===== config.mk =====
export PLATFORM = sky130hd
export DESIGN_NAME = fp32_divider_seq_flat
export DESIGN_NICKNAME = d
export VERILOG_FILES = /design/src/rtl/fp32_pkg.sv /design/src/rtl/fp32_divider_seq_if.sv /design/src/rtl/fp32_unpack.sv /design/src/rtl/fp32_divider_seq.sv /design/src/flat_wrapper.sv
export SDC_FILE = /design/constraint.sdc
export NUM_CORES = 1
export LEC_CHECK = 0
export CORE_ASPECT_RATIO = 1.5
export CORE_MARGIN = 8
export CORE_UTILIZATION = 51
export CTS_BUF_LIST = sky130_fd_sc_hd__clkbuf_4 sky130_fd_sc_hd__clkbuf_8
export DETAILED_ROUTE_END_ITERATION = 7
export PLACE_DENSITY = 0.74
export SKIP_LAST_GASP = 1
export SLEW_MARGIN = 10
export SYNTH_ARGS = -nofsm -noshare
export SYNTH_HDL_FRONTEND = slang
export SYNTH_HIERARCHICAL = 1
export SYNTH_SLANG_ARGS = --single-unit

===== constraint.sdc =====
create_clock -name clk -period 7 [get_ports clk]
set_clock_uncertainty 0.1 [all_clocks]
set_input_delay 0.7 -clock clk [delete_from_list [all_inputs] [get_ports clk]]
set_output_delay 0.7 -clock clk [all_outputs]
set_load 0.005 [all_outputs]

===== src/rtl/fp32_pkg.sv =====
`default_nettype none
// ============================================================================
// Module   : fp32_pkg
// Purpose  : Shared binary32 constants, operand classes and divider states.
// Revision : 1.0  initial release
// ============================================================================
package fp32_pkg;

    localparam int          BIAS = 127;
    localparam logic [31:0] QNAN = 32'h7FC0_0000;
    localparam logic [31:0] INF  = 32'h7F80_0000;

    // Enumerators carry a CLS_ prefix so they cannot collide with the INF constant.
    typedef enum logic [1:0] {
        CLS_ZERO = 2'd0,
        CLS_NORM = 2'd1,
        CLS_INF  = 2'd2,
        CLS_NAN  = 2'd3
    } fp_class_e;

    typedef enum logic [1:0] {
        IDLE  = 2'd0,
        DIV   = 2'd1,
        ROUND = 2'd2,
        DONE  = 2'd3
    } div_state_e;

    function automatic fp_class_e fp_classify(input logic [7:0] exp_f, input logic [22:0] frac);
        fp_class_e cls;
        if (exp_f == 8'd0) begin
            cls = CLS_ZERO;
        end else if (exp_f != 8'hFF) begin
            cls = CLS_NORM;
        end else if (frac == 23'd0) begin
            cls = CLS_INF;
        end else begin
            cls = CLS_NAN;
        end
        return cls;
    endfunction

endpackage
`default_nettype wire


===== src/rtl/fp32_divider_seq_if.sv =====
`default_nettype none
// ============================================================================
// Module   : fp32_divider_seq_if
// Purpose  : Operand and result handshake bundle for the sequential divider.
// Revision : 1.0  initial release
// ============================================================================
interface fp32_divider_seq_if;

    logic        in_valid;
    logic        in_ready;
    logic [31:0] a;
    logic [31:0] b;
    logic        out_valid;
    logic        out_ready;
    logic [31:0] q;
    logic        flag_invalid;
    logic        flag_dz;
    logic        flag_ovf;
    logic        flag_unf;

    modport master (
        output in_valid, a, b, out_ready,
        input  in_ready, out_valid, q, flag_invalid, flag_dz, flag_ovf, flag_unf
    );

    modport slave (
        input  in_valid, a, b, out_ready,
        output in_ready, out_valid, q, flag_invalid, flag_dz, flag_ovf, flag_unf
    );

endinterface
`default_nettype wire


===== src/rtl/fp32_unpack.sv =====
`default_nettype none
// ============================================================================
// Module   : fp32_unpack
// Purpose  : Split a binary32 word into sign, exponent, mantissa and class.
// Revision : 1.0  initial release
// ============================================================================
module fp32_unpack
    import fp32_pkg::*;
(
    input  logic [31:0] i_word,
    output logic        o_sign,
    output logic [7:0]  o_exp,
    output logic [23:0] o_mant,
    output fp_class_e   o_cls
);

    assign o_sign = i_word[31];
    assign o_exp  = i_word[30:23];
    // Hidden bit is always set; zero-class operands never reach the mantissa loop.
    assign o_mant = {1'b1, i_word[22:0]};
    assign o_cls  = fp_classify(i_word[30:23], i_word[22:0]);

endmodule
`default_nettype wire


===== src/rtl/fp32_divider_seq.sv =====
`default_nettype none
// ============================================================================
// Module   : fp32_divider_seq
// Purpose  : Sequential binary32 divider, radix-2 restoring loop, FTZ/DAZ, RNE.
// Revision : 1.0  initial release
// ============================================================================
module fp32_divider_seq
    import fp32_pkg::*;
(
    input  logic               clk,
    input  logic               rst_n,
    fp32_divider_seq_if.slave  bus
);

    div_state_e         state_q, state_d;
    logic               sign_q, sign_d;
    logic signed [9:0]  exp_q, exp_d;
    logic [24:0]        rem_q, rem_d;
    logic [23:0]        div_q, div_d;
    logic [25:0]        qm_q, qm_d;
    logic [4:0]         cnt_q, cnt_d;
    logic [31:0]        q_q, q_d;
    logic               flag_invalid_q, flag_invalid_d;
    logic               flag_dz_q, flag_dz_d;
    logic               flag_ovf_q, flag_ovf_d;
    logic               flag_unf_q, flag_unf_d;

    logic               w_a_sign, w_b_sign;
    logic [7:0]         w_a_exp, w_b_exp;
    logic [23:0]        w_a_mant, w_b_mant;
    fp_class_e          w_a_cls, w_b_cls;

    fp32_unpack u_unpack_a (
        .i_word (bus.a),
        .o_sign (w_a_sign),
        .o_exp  (w_a_exp),
        .o_mant (w_a_mant),
        .o_cls  (w_a_cls)
    );

    fp32_unpack u_unpack_b (
        .i_word (bus.b),
        .o_sign (w_b_sign),
        .o_exp  (w_b_exp),
        .o_mant (w_b_mant),
        .o_cls  (w_b_cls)
    );

    logic               w_sign;
    logic               w_special;
    logic [31:0]        w_spec_q;
    logic               w_spec_inv;
    logic               w_spec_dz;
    logic signed [9:0]  w_exp_init;

    assign w_sign     = w_a_sign ^ w_b_sign;
    assign w_special  = (w_a_cls != CLS_NORM) || (w_b_cls != CLS_NORM);
    assign w_exp_init = $signed({2'b00, w_a_exp}) - $signed({2'b00, w_b_exp}) + 10'(BIAS);

    always_comb begin
        w_spec_q   = {w_sign, 31'd0};
        w_spec_inv = 1'b0;
        w_spec_dz  = 1'b0;
        if ((w_a_cls == CLS_NAN) || (w_b_cls == CLS_NAN) ||
            ((w_a_cls == CLS_ZERO) && (w_b_cls == CLS_ZERO)) ||
            ((w_a_cls == CLS_INF) && (w_b_cls == CLS_INF))) begin
            w_spec_q   = QNAN;
            w_spec_inv = 1'b1;
        end else if (w_b_cls == CLS_ZERO) begin
            // inf / 0 is an ordinary infinity; only finite non-zero / 0 raises dz.
            w_spec_q  = INF | {w_sign, 31'd0};
            w_spec_dz = (w_a_cls != CLS_INF);
        end else if (w_a_cls == CLS_INF) begin
            w_spec_q = INF | {w_sign, 31'd0};
        end
    end

    // One restoring step: the remainder always stays below twice the divisor.
    logic               w_ge;
    logic [24:0]        w_sub;

    assign w_ge  = (rem_q >= {1'b0, div_q});
    assign w_sub = w_ge ? (rem_q - {1'b0, div_q}) : rem_q;

    logic               w_hi;
    logic [23:0]        w_mant;
    logic               w_guard;
    logic               w_sticky;
    logic               w_round_up;
    logic [24:0]        w_mant_sum;
    logic signed [9:0]  w_exp_adj;
    logic signed [9:0]  w_exp_rnd;
    logic               w_unused_bits;

    assign w_hi       = qm_q[25];
    assign w_mant     = w_hi ? qm_q[25:2] : qm_q[24:1];
    assign w_guard    = w_hi ? qm_q[1] : qm_q[0];
    assign w_sticky   = (w_hi & qm_q[0]) | (rem_q != 25'd0);
    assign w_exp_adj  = w_hi ? exp_q : (exp_q - 10'sd1);
    assign w_round_up = w_guard & (w_sticky | w_mant[0]);
    assign w_mant_sum = {1'b0, w_mant} + {24'd0, w_round_up};
    // A carry-out leaves the fraction bits at zero, which is exactly 1.0 x 2^(e+1).
    assign w_exp_rnd  = w_mant_sum[24] ? (w_exp_adj + 10'sd1) : w_exp_adj;

    assign w_unused_bits = w_sub[24] ^ w_mant_sum[23];

    always_comb begin
        state_d        = state_q;
        sign_d         = sign_q;
        exp_d          = exp_q;
        rem_d          = rem_q;
        div_d          = div_q;
        qm_d           = qm_q;
        cnt_d          = cnt_q;
        q_d            = q_q;
        flag_invalid_d = flag_invalid_q;
        flag_dz_d      = flag_dz_q;
        flag_ovf_d     = flag_ovf_q;
        flag_unf_d     = flag_unf_q;

        case (state_q)
            IDLE: begin
                if (bus.in_valid) begin
                    sign_d         = w_sign;
                    flag_invalid_d = 1'b0;
                    flag_dz_d      = 1'b0;
                    flag_ovf_d     = 1'b0;
                    flag_unf_d     = 1'b0;
                    if (w_special) begin
                        q_d            = w_spec_q;
                        flag_invalid_d = w_spec_inv;
                        flag_dz_d      = w_spec_dz;
                        state_d        = DONE;
                    end else begin
                        rem_d   = {1'b0, w_a_mant};
                        div_d   = w_b_mant;
                        qm_d    = 26'd0;
                        cnt_d   = 5'd0;
                        exp_d   = w_exp_init;
                        state_d = DIV;
                    end
                end
            end

            DIV: begin
                rem_d = {w_sub[23:0], 1'b0};
                qm_d  = {qm_q[24:0], w_ge};
                cnt_d = cnt_q + 5'd1;
                if (cnt_q == 5'd25) begin
                    state_d = ROUND;
                end
            end

            ROUND: begin
                if (w_exp_rnd >= 10'sd255) begin
                    q_d        = INF | {sign_q, 31'd0};
                    flag_ovf_d = 1'b1;
                end else if (w_exp_rnd <= 10'sd0) begin
                    q_d        = {sign_q, 31'd0};
                    flag_unf_d = 1'b1;
                end else begin
                    q_d = {sign_q, w_exp_rnd[7:0], w_mant_sum[22:0]};
                end
                state_d = DONE;
            end

            DONE: begin
                if (bus.out_ready) begin
                    state_d = IDLE;
                end
            end

            default: state_d = IDLE;
        endcase
    end

    always_ff @(posedge clk or negedge rst_n) begin
        if (!rst_n) begin
            state_q        <= IDLE;
            sign_q         <= 1'b0;
            exp_q          <= 10'sd0;
            rem_q          <= 25'd0;
            div_q          <= 24'd0;
            qm_q           <= 26'd0;
            cnt_q          <= 5'd0;
            q_q            <= 32'd0;
            flag_invalid_q <= 1'b0;
            flag_dz_q      <= 1'b0;
            flag_ovf_q     <= 1'b0;
            flag_unf_q     <= 1'b0;
        end else begin
            state_q        <= state_d;
            sign_q         <= sign_d;
            exp_q          <= exp_d;
            rem_q          <= rem_d;
            div_q          <= div_d;
            qm_q           <= qm_d;
            cnt_q          <= cnt_d;
            q_q            <= q_d;
            flag_invalid_q <= flag_invalid_d;
            flag_dz_q      <= flag_dz_d;
            flag_ovf_q     <= flag_ovf_d;
            flag_unf_q     <= flag_unf_d;
        end
    end

    assign bus.in_ready     = (state_q == IDLE);
    assign bus.out_valid    = (state_q == DONE);
    assign bus.q            = q_q;
    assign bus.flag_invalid = flag_invalid_q;
    assign bus.flag_dz      = flag_dz_q;
    assign bus.flag_ovf     = flag_ovf_q;
    assign bus.flag_unf     = flag_unf_q;

endmodule
`default_nettype wire


===== src/flat_wrapper.sv =====
// flat-port wrapper written by rule: the top's interface ports become plain ports
module fp32_divider_seq_flat import fp32_pkg::*;
  (clk, rst_n, bus_in_valid, bus_a, bus_b, bus_out_ready, bus_in_ready, bus_out_valid, bus_q, bus_flag_invalid, bus_flag_dz, bus_flag_ovf, bus_flag_unf);
  fp32_divider_seq_if bus_i ();
  input  logic clk;
  input  logic rst_n;
  input wire logic [$bits(bus_i.in_valid)-1:0] bus_in_valid;
  input wire logic [$bits(bus_i.a)-1:0] bus_a;
  input wire logic [$bits(bus_i.b)-1:0] bus_b;
  input wire logic [$bits(bus_i.out_ready)-1:0] bus_out_ready;
  output wire logic [$bits(bus_i.in_ready)-1:0] bus_in_ready;
  output wire logic [$bits(bus_i.out_valid)-1:0] bus_out_valid;
  output wire logic [$bits(bus_i.q)-1:0] bus_q;
  output wire logic [$bits(bus_i.flag_invalid)-1:0] bus_flag_invalid;
  output wire logic [$bits(bus_i.flag_dz)-1:0] bus_flag_dz;
  output wire logic [$bits(bus_i.flag_ovf)-1:0] bus_flag_ovf;
  output wire logic [$bits(bus_i.flag_unf)-1:0] bus_flag_unf;
  assign bus_i.in_valid = bus_in_valid;
  assign bus_i.a = bus_a;
  assign bus_i.b = bus_b;
  assign bus_i.out_ready = bus_out_ready;
  assign bus_in_ready = bus_i.in_ready;
  assign bus_out_valid = bus_i.out_valid;
  assign bus_q = bus_i.q;
  assign bus_flag_invalid = bus_i.flag_invalid;
  assign bus_flag_dz = bus_i.flag_dz;
  assign bus_flag_ovf = bus_i.flag_ovf;
  assign bus_flag_unf = bus_i.flag_unf;
  fp32_divider_seq u_core (.clk(clk), .rst_n(rst_n), .bus(bus_i));
endmodule

---- Yosys cells after proc, flatten, opt, wreduce, memory -nomap -nowiden ----
Cells that the tools add are included.
word-level totals
  memories ................................ 0
  output and inout bits ................... 38
  bits in latches ......................... 0
  ROM bits ................................ 0
  bits in writable memories ............... 0
  bits of input ports ..................... 68
  logic and storage cells ................. 116
  bits in registers ....................... 129
cells by class
  equality and inequality tests ........... 21
  reductions and logical operators ........ 23
  $lt $le $gt $ge ......................... 3
  divide/modulo/power cells ............... 0
  multiplexer cells ....................... 44
  shift-type cells ........................ 0
  add/subtract/negate cells ............... 7
  $mul .................................... 0
  bitwise logic cells ..................... 6
operators with widths
  kind                                                                                   count
  31-bit two-way mux                                                                     4
  32-bit two-way mux                                                                     3
  32-bit one-hot mux with 2 select lines                                                 1
  26-bit two-way mux                                                                     2
  26-bit one-hot mux with 2 select lines                                                 1
  25-bit two-way mux                                                                     2
  25-bit one-hot mux with 2 select lines                                                 1
  24-bit two-way mux                                                                     2
  23-bit zero test                                                                       2
  24-bit by 1-bit adder with 25-bit output                                               1
  25-bit by 24-bit greater-or-equal comparator with 1-bit output                         1
  25-bit nonzero test                                                                    1
  24-bit subtractor                                                                      1
  10-bit two-way mux                                                                     2
  8-bit zero test                                                                        2
  2-bit two-way mux                                                                      8
  8-bit inequality test (second input constant)                                          2
  3-bit AND reduction                                                                    5
  2-bit equality test (second input constant)                                            6
  1-bit two-way mux                                                                      12
  2-bit by 1-bit inequality test with 1-bit output (second input constant)               6
  10-bit by 2-bit adder with 10-bit output (second input constant)                       1
  10-bit by 8-bit adder with 10-bit output (second input constant)                       1
  10-bit by 9-bit greater-or-equal comparator with 1-bit output (second input constant)  1
  other kinds (21)                                                                       36

---- Longest topological paths before layout ----
Gate-level depths: netlist (run 1).
  word-level depth ........................ 12
  gate-level depth with buffers ........... 19
  mapped depth without buffers ............ 13

---- Hierarchy ----
The synthesis (run 1) kept the hierarchy.
modules (own cells, without submodules)
  module            instances  cells an instance  area an instance (sq um)  seq. area each (sq um)
  fp32_divider_seq  1          1079               9106.2                    3228.1
  fp32_unpack       2          48                 347.8                     0.0

---- Worst setup path before layout (run 1) ----
Ideal clock, no wire load.
  path kind ............................... register to register
  start ................................... reg u_core.qm_q[25]
  end ..................................... reg u_core.q_q[16], in the netlist u_core/bus.q[16]
  clock period less this slack ............ 4.739 ns
  setup slack ............................. 2.261 ns
  data arrival time ....................... 4.519 ns
  data required time ...................... 6.779 ns
  buffers on the path ..................... 6
  setup time .............................. 0.121 ns
  stages on the path, launching flop included .. 20
  path through ............................ dfrtp_1 > buf_6 > clkbuf_1 > buf_2 > buf_1 > clkbuf_1 > nand2_1 > a21boi_0 > ha_1 > nand2_1 > nor4_4 > nand3_2 > or4_4 > nor4_4 > a21oi_1 > a2bb2oi_1 > or4_4 > nand4_4 > buf_12 > o21ai_2
between the ends
  longest elaborated chain between the ends .. 10
  elaborated cells on any way between the ends .. 15
  those cells by class .................... add/sub (2); order compare (2); mux (7); bitwise (4)
RTL lines
  what                                             line                     RTL
  start, declared                                  fp32_divider_seq.sv:20   logic [25:0] qm_q, qm_d;
  start signal, assigned                           fp32_divider_seq.sv:197  qm_q <= qm_d;
  1-bit bitwise AND                                fp32_divider_seq.sv:98   assign w_sticky = (w_hi & qm_q[0]) | (rem_q != 25'd0);
  1-bit bitwise OR                                 fp32_divider_seq.sv:98
  1-bit bitwise OR                                 fp32_divider_seq.sv:100  assign w_round_up = w_guard & (w_sticky | w_mant[0]);
  1-bit bitwise AND                                fp32_divider_seq.sv:100
  24-bit by 1-bit adder with 25-bit output         fp32_divider_seq.sv:101  assign w_mant_sum = {1'b0, w_mant} + {24'd0, w_round_up};
  10-bit two-way mux                               fp32_divider_seq.sv:103  assign w_exp_rnd = w_mant_sum[24] ? (w_exp_adj + 10'sd1) : w_exp_adj;
  10-bit by 1-bit <= comparator with 1-bit output  fp32_divider_seq.sv:158  end else if (w_exp_rnd <= 10'sd0) begin
  31-bit two-way mux                               fp32_divider_seq.sv:158
  31-bit two-way mux (*)                           fp32_divider_seq.sv:155  if (w_exp_rnd >= 10'sd255) begin
  32-bit one-hot mux with 2 select lines (*)       fp32_divider_seq.sv:121  case (state_q)
  end signal, assigned                             fp32_divider_seq.sv:199  q_q <= q_d;
  end, declared                                    fp32_divider_seq.sv:22   logic [31:0] q_q, q_d;
Every way passes the cells marked *; elsewhere a longest branch is shown, timed or not.
A chain may end at the register's enable or synchronous reset.

---- Final worst setup path (run 1) ----
  start ................................... in bus_a[16]
  end ..................................... reg u_core.rem_q[20]
between the ends
  longest elaborated chain between the ends .. 8
RTL lines
  what                                              line                     RTL
  start, declared                                   flat_wrapper.sv:8        input wire logic [$bits(bus_i.a)-1:0] bus_a;
  23-bit zero test                                  fp32_pkg.sv:34           end else if (frac == 23'd0) begin
  1-bit two-way mux                                 fp32_pkg.sv:34
  2-bit two-way mux                                 fp32_pkg.sv:32           end else if (exp_f != 8'hFF) begin
  2-bit two-way mux                                 fp32_pkg.sv:30           if (exp_f == 8'd0) begin
  named net u_core.w_a_cls[0]                       fp32_divider_seq.sv:31   fp_class_e w_a_cls, w_b_cls;
  2-bit by 1-bit inequality test with 1-bit output  fp32_divider_seq.sv:57   assign w_special = (w_a_cls != CLS_NORM) || (w_b_cls != CLS_NORM);
  1-bit logical OR                                  fp32_divider_seq.sv:57
  2-bit inequality test (no source line)            n/a
  3-bit AND reduction (no source line)              n/a
  end signal, assigned                              fp32_divider_seq.sv:195  rem_q <= rem_d;
  end, declared                                     fp32_divider_seq.sv:18   logic [24:0] rem_q, rem_d;
The timed path passes the listed nets, and every way through them passes these cells.

==> results of run 1 <==
critical path, cell delays in order:
cell	delay [ns]
clkdlybuf4s50_1	0.55
nor4_1	0.10
and4_1	0.23
a22oi_1	0.32
nand3_1	0.11
nor3_1	0.63
nand2_1	0.15
o21ai_1	0.38
nand2_1	0.71
a211oi_1	0.38
nand4_1	0.13
o21ai_0	0.17
a221o_1	0.13
sequential cells by signal, summed over array words and instances (netlist names):
signal                   flops
u_core/bus.q                32
u_core/cnt_q                 5
u_core/sign_q                1
u_core/qm_q                 26
u_core/bus.flag_dz           1
u_core/bus.flag_unf          1
u_core/div_q                24
u_core/exp_q                10
u_core/bus.flag_invalid      1
u_core/bus.flag_ovf          1
u_core/state_q               2
u_core/rem_q                25
per-layer routing:
metal  up-vias  part of all wire, %
li1       4037                    -
met1      3843                   38
met2       229                   53
met3        70                  4.7
met4         0                  4.1
met5         -                    0
final timing paths:
check | endpoint | from | slack [ns]
max in group asynchronous | u_core/qm_q[25]$_DFFE_PN0P_ | rst_n | 5.19
setup reg to reg | u_core/bus.q[3]$_DFFE_PN0P_ | u_core/qm_q[25]$_DFFE_PN0P_ | 2.60
setup / recovery | u_core/rem_q[20]$_DFFE_PN0P_ | bus_a[16] | 2.59
min in group clk | u_core/bus.q[14]$_DFFE_PN0P_ | u_core/bus.q[14]$_DFFE_PN0P_ | 0.38
hold / removal | u_core/div_q[21]$_DFFE_PN0P_ | rst_n | 0.29
hold reg to reg | u_core/bus.q[14]$_DFFE_PN0P_ | u_core/bus.q[14]$_DFFE_PN0P_ | 0.38
power breakdown:
part / internal (W) / total, W / switching [W]
Sequential: 0.000981 / 0.00121 / 0.000232
Clock: 0.000371 / 0.000657 / 0.000286
Combinational: 0.00105 / 0.00257 / 0.00152
Total: 0.00240 / 0.00444 / 0.00204
per-stage QoR:
step | area (um2) | utilization, % | hold WS [ns] | worst slack (ns) | std cells
4_1_cts | 10800 | 56.9 | 0.313 | 2.56 | 1437
3_3_place_gp | 10400 | 54.8 | 0.362 | 2.37 | 1406
5_1_grt | 10800 | 56.9 | 0.350 | 2.22 | 1437
2_1_floorplan | 9800 | - | 0.304 | 2.26 | 1175
3_5_place_dp | 10400 | 54.8 | 0.366 | 2.17 | 1406
6_report | 10800 | 56.9 | 0.289 | 2.59 | 1437
cells in the final DEF (no fill, tap or decap), types with 4 or more instances in the layout:
cell             netlist  final
xnor2_1               49     49
nand3_1               27     27
nor4_1                21     21
nand3b_1               5      5
mux2i_1               22     22
or3_1                  4      4
nand2_1              148    148
o21ai_2               21     21
ha_1                  42     42
and2_1                 6      6
a211oi_1              15     15
o22ai_1                4      4
clkbuf_4               0      5
o211ai_1               4      4
xor2_1                35     35
nand4_1               24     24
buf_4                 66      9
nor2b_1               10     10
nor3_1                18     18
nor2_1                85     85
a21o_1                14     14
o21ai_0               88     88
or4_1                  4      4
a31oi_1                4      4
a21oi_1               71     71
nand2b_1               8      8
inv_1                 56     56
o31ai_1                5      5
clkbuf_8               0     21
a22oi_1               22     21
and3_1                 8      8
mux2_2                26     26
clkdlybuf4s50_1        0    104
o21a_1                 6      6
dfrtp_1              129    128
o21bai_1               6      6
area by class of cell:
| class | instances | area share [%] |
|---|---|---|
| clock buffer | 26 | 3.02 |
| clock inverter | 5 | 0.717 |
| inverter | 56 | 1.94 |
| multi-input combinational | 852 | 51.3 |
| sequential | 129 | 29.8 |
| tap | 256 | 2.96 |
| timing repair buffer | 113 | 10.2 |
logic make-up after synthesis:
| group | Yosys count | share of synthesized area [%] |
|---|---|---|
| compound gates | 285 | 18.4 |
| xor+xnor | 84 | 7.51 |
| fa+ha+maj | 44 | 5.77 |
| buf+inv | 194 | 10.5 |
| flops | 129 | 32.9 |
| mux | 48 | 5.23 |
| other cells | 2 | 0.0766 |
| simple gates | 389 | 19.6 |
==> results by group, run 1 <==
Die
  – Total die area: 24000 um2
  – Initial Util: 51.6%
  – # rows: 62
  – Die W: 129 um
  – Core area: 19000 um2
  – Ports: 106
  – Die H: 186 um

Synthesis
  – Yosys reg bits: 129
  – Post-synth EDFFs: 0
  – Async S/R FF share, synth: 100%
  – Ranking of synthesized cells by area: dfrtp_1, nand2_1, ha_1, buf_4, o21ai_0
  – Synth top area share: 32.9%
  – Cell with the most instances after synthesis: nand2_1
  – Syn Inst Count: 1175
  – Synthesized area per cell: 8.34 um2
  – Post-synth top cells: nand2_1, dfrtp_1, o21ai_0, nor2_1, a21oi_1
  – Yosys top cell by area: dfrtp_1
  – Post-synthesis sequential area ratio: 32.9%
  – Top_reg_cell synth: dfrtp_1
  – Post-Syn Area: 9800 um2
  – Syn nets: 1287
  – YS warnings: 6
  – Unique cell type count in the Yosys netlist: 73

Clock network
  – Post-cts sizing count: 0
  – Clock latency at the later pin of the worst-skew pair: 0.45 ns
  – Reg clk slew, reported paths: 0.08 ns
  – CTS tree: done
  – Worst-case clock buffer depth: 2
  – Hold-fix buffers, CTS: 0
  – Root Buffer: clkbuf_8
  – Clk sink count: 129
  – Post-CTS setup buffer count: 0
  – CTS Buf Count: 17
  – Htree depth: 4

GRT
  – Grt total ovfl: 0
  – Vias in the first global route: 8176
  – Grt peak-use layer: met2
  – Initial antenna violation count: 0
  – GRT Total Usage: 20.4%
  – Met3 GRT Util: 3.70%
  – Met2 Use GR: 38.0%
  – GRT met1 Usage: 21.0%
  – First-pass GRT wire length: 38.8 mm
  – Largest net degree at the start of global routing: 75

Placed design
  – Port bufs: 105
  – Detailed-placement wirelength estimate: 18.4 mm
  – Routability cong.: 0.954

Finish
  – Area Overhead vs Synth: 10.4%
  – Final Net Count: 1281
  – Storage cell area: 3230 um2
  – Layout cells sized above 1: 8.81%
  – Fillers: 1737
  – Footprint of the multi-input gates: 5550 um2
  – Inserted Diodes: 0

Detailed routing
  – Drt drc: 0
  – DR WL/cell: 16.8 um
  – First-pass DRT Iterations: 6
  – Post-DRT Antenna Nets: 0
  – Overall routed net length: 24.1 mm
  – DR iter-0 viols: 444
  – Vias per cell: 5.69
  – Vias post-DR: 8179

Worst setup path
  – Critical path type: primary input to register
  – Worst reg2reg path depth: 13
  – CP Max Fanout: 26
  – Element type at the critical path start: primary input
  – Critical path arrival: 4.70 ns
  – Critical Path End Type: register
  – Worst Path Required: 7.29 ns

Power and ir drop
  – Pwr dens: 411 nW/um2
  – Max VDD drop: 0.000249 V
  – Total power: 0.00444 W
  – Static Leakage: 4.44 nW

Timing
  – RSZ-0062 raised after global routing: no
  – Final period util: 63.0%
  – Fmax: 227 MHz
  – Final setup TNS: 0 ns
  – Setup-failing EPs final: 0
  – Fin crit period: 4.41 ns
  – Final Hold Fails: 0
  – Slew Viols, Final: 0
  – Rel. slew slack: 36.6%
  – Worst-margin pin slew: 0.950 ns

Job
  – Max cap viols: 0

Worst hold path
  – Class of the worst hold path: primary input to async pin

Outcome
  – Status: finished, final reports clean
Note: power is estimated with default switching activity, not from simulation.
==> run 2, diff against run 1 <==
- clock period: 7 -> 4.25 ns (I/O delays scaled with it)
==> run 2 against run 1 <==
Largest cell class unchanged. Non-clock buffer count grew 12. Highest routed layer unchanged. Largest power group unchanged. Wire length grew 0.79%. Clock power up 69%.
==> results by group, run 2 (same netlist as run 1, synthesis figures left out) <==
Outcome
  – Status: finished, final reports clean

Clock network
  – Htree depth: 4
  – Worst-case clock buffer depth: 2
  – Reg clk slew, reported paths: 0.08 ns
  – Clock latency at the later pin of the worst-skew pair: 0.46 ns
  – Clk sink count: 129
  – CTS Buf Count: 17
  – Post-CTS setup buffer count: 0
  – Post-cts sizing count: 0
  – CTS tree: done
  – Hold-fix buffers, CTS: 0
  – Root Buffer: clkbuf_8

Finish
  – Most frequent cells in the layout: nand2_1, dfrtp_1, clkdlybuf4s50_1, o21ai_0, nor2_1
  – Area Overhead vs Synth: 11.6%
  – Final Net Count: 1293
  – Fin cells: 1449
  – Inserted Diodes: 0
  – Layout cells sized above 1: 9.72%
  – Most common cell after layout, fill and taps aside: nand2_1
  – Largest register FFs: 32

Die
  – Ports: 106
  – Die H: 186 um
  – Core area: 19000 um2
  – Initial Util: 51.6%
  – # rows: 62
  – Die W: 129 um
  – Total die area: 24000 um2

Detailed routing
  – Post-DRT Antenna Nets: 0
  – DR iter-0 viols: 492
  – Drt drc: 0
  – DR WL/cell: 16.8 um
  – Vias per cell: 5.70
  – Overall routed net length: 24.3 mm
  – First-pass DRT Iterations: 5
  – Vias post-DR: 8256

Worst setup path
  – Critical path arrival: 4.16 ns
  – Worst reg2reg path depth: 13
  – RR Endpoint: u_core/bus.q[3]$_DFFE_PN0P_
  – FF-to-FF setup slack: 0.31 ns
  – Element type at the critical path start: register
  – CP Max Fanout: 23
  – Critical path type: register to register
  – Critical Path End Type: register
  – Reg-to-reg startpoint: u_core/qm_q[25]$_DFFE_PN0P_
  – Setup crit start: u_core/qm_q[25]$_DFFE_PN0P_
  – Worst Path Required: 4.47 ns

Placed design
  – Detailed-placement wirelength estimate: 18.6 mm
  – Port bufs: 105
  – Routability cong.: 0.976
  – Cell count after placement: 1418

GRT
  – First-pass GRT wire length: 39.3 mm
  – Initial antenna violation count: 0
  – Vias in the first global route: 8108
  – Largest net degree at the start of global routing: 83
  – Grt total ovfl: 0
  – GRT Total Usage: 20.6%

Timing
  – Setup-failing EPs final: 0
  – Rel. slew slack: 29.4%
  – Fin crit period: 3.94 ns
  – RSZ-0062 raised after global routing: no
  – Final setup TNS: 0 ns
  – Slew Viols, Final: 0
  – Final Hold Fails: 0
  – Fmax: 254 MHz
  – Final period util: 92.7%
  – Worst-margin pin slew: 1.06 ns

Job
  – Max cap viols: 0

Power and ir drop
  – Max VDD drop: 0.000357 V
  – Total power: 0.00745 W
  – Pwr dens: 681 nW/um2
  – Static Leakage: 4.49 nW

Worst hold path
  – Class of the worst hold path: primary input to async pin
## run 2: stage by stage
stage | instance area [um2] | hold slack [ns] | worst slack, ns | utilization [%]
after detailed placement | 10500 | 0.366 | 0.295 | 55.4
after CTS | 10900 | 0.0743 | 0.306 | 57.6
after global placement | 10500 | 0.362 | 0.421 | 55.4
after global routing | 10900 | 0.133 | 0.0191 | 57.6
final | 10900 | 0.0474 | 0.310 | 57.6
after floorplan | 9810 | 0.0294 | 0.0297 | -
## run 2: final cells by class
class                      count  area (um2)
clock buffer                  18         248
clock inverter                13         160
fill                        1733        8070
inverter                      56         210
multi-input combinational    852        5550
sequential                   129        3230
tap                          256         320
timing repair buffer         125        1220
## run 2: how the worst max path moves through the flow
stage | slack [ns] | depth (start not counted) | to
6_report | 0.31 | 13 | u_core/bus.q[3]$_DFFE_PN0P_
5_1_grt | 0.02 | 13 | u_core/bus.q[3]$_DFFE_PN0P_
3_3_place_gp | 0.42 | 13 | u_core/bus.q[2]$_DFFE_PN0P_
3_5_place_dp | 0.30 | 13 | u_core/bus.q[3]$_DFFE_PN0P_
2_1_floorplan | 0.03 | 19 | u_core/bus.q[16]$_DFFE_PN0P_
4_1_cts | 0.31 | 13 | u_core/bus.q[2]$_DFFE_PN0P_
## run 2: critical path: stages (launching register included)
cell and delay, ns:
dfrtp_2 0.45, nand2b_1 0.20, a21boi_0 0.19, ha_1 0.21
nand2_1 0.11, nor4_4 0.35, nand3_2 0.20, or4_4 0.50
nor4_4 0.25, a21oi_1 0.10, a2bb2oi_1 0.15, or4_4 0.45
nand4_4 0.36, o21ai_0 0.16
## run 2: routing by layer
metal  share of wire [%]  global-route usage [%]  vias to the layer above
met5                   0                       0                        -
met3                 4.6                    3.47                       49
met2                  54                    38.7                      217
met4                 2.9                    8.82                        0
li1                    -                       -                     4060
met1                  39                    22.0                     3930
## run 2: where the power goes
| group | leakage, nW | internal, W | total (W) | switching, W |
|---|---|---|---|---|
| clock network | 0.205 | 0.000592 | 0.00111 | 0.000517 |
| logic | 2.61 | 0.00182 | 0.00434 | 0.00252 |
| registers | 1.68 | 0.00161 | 0.00200 | 0.000383 |
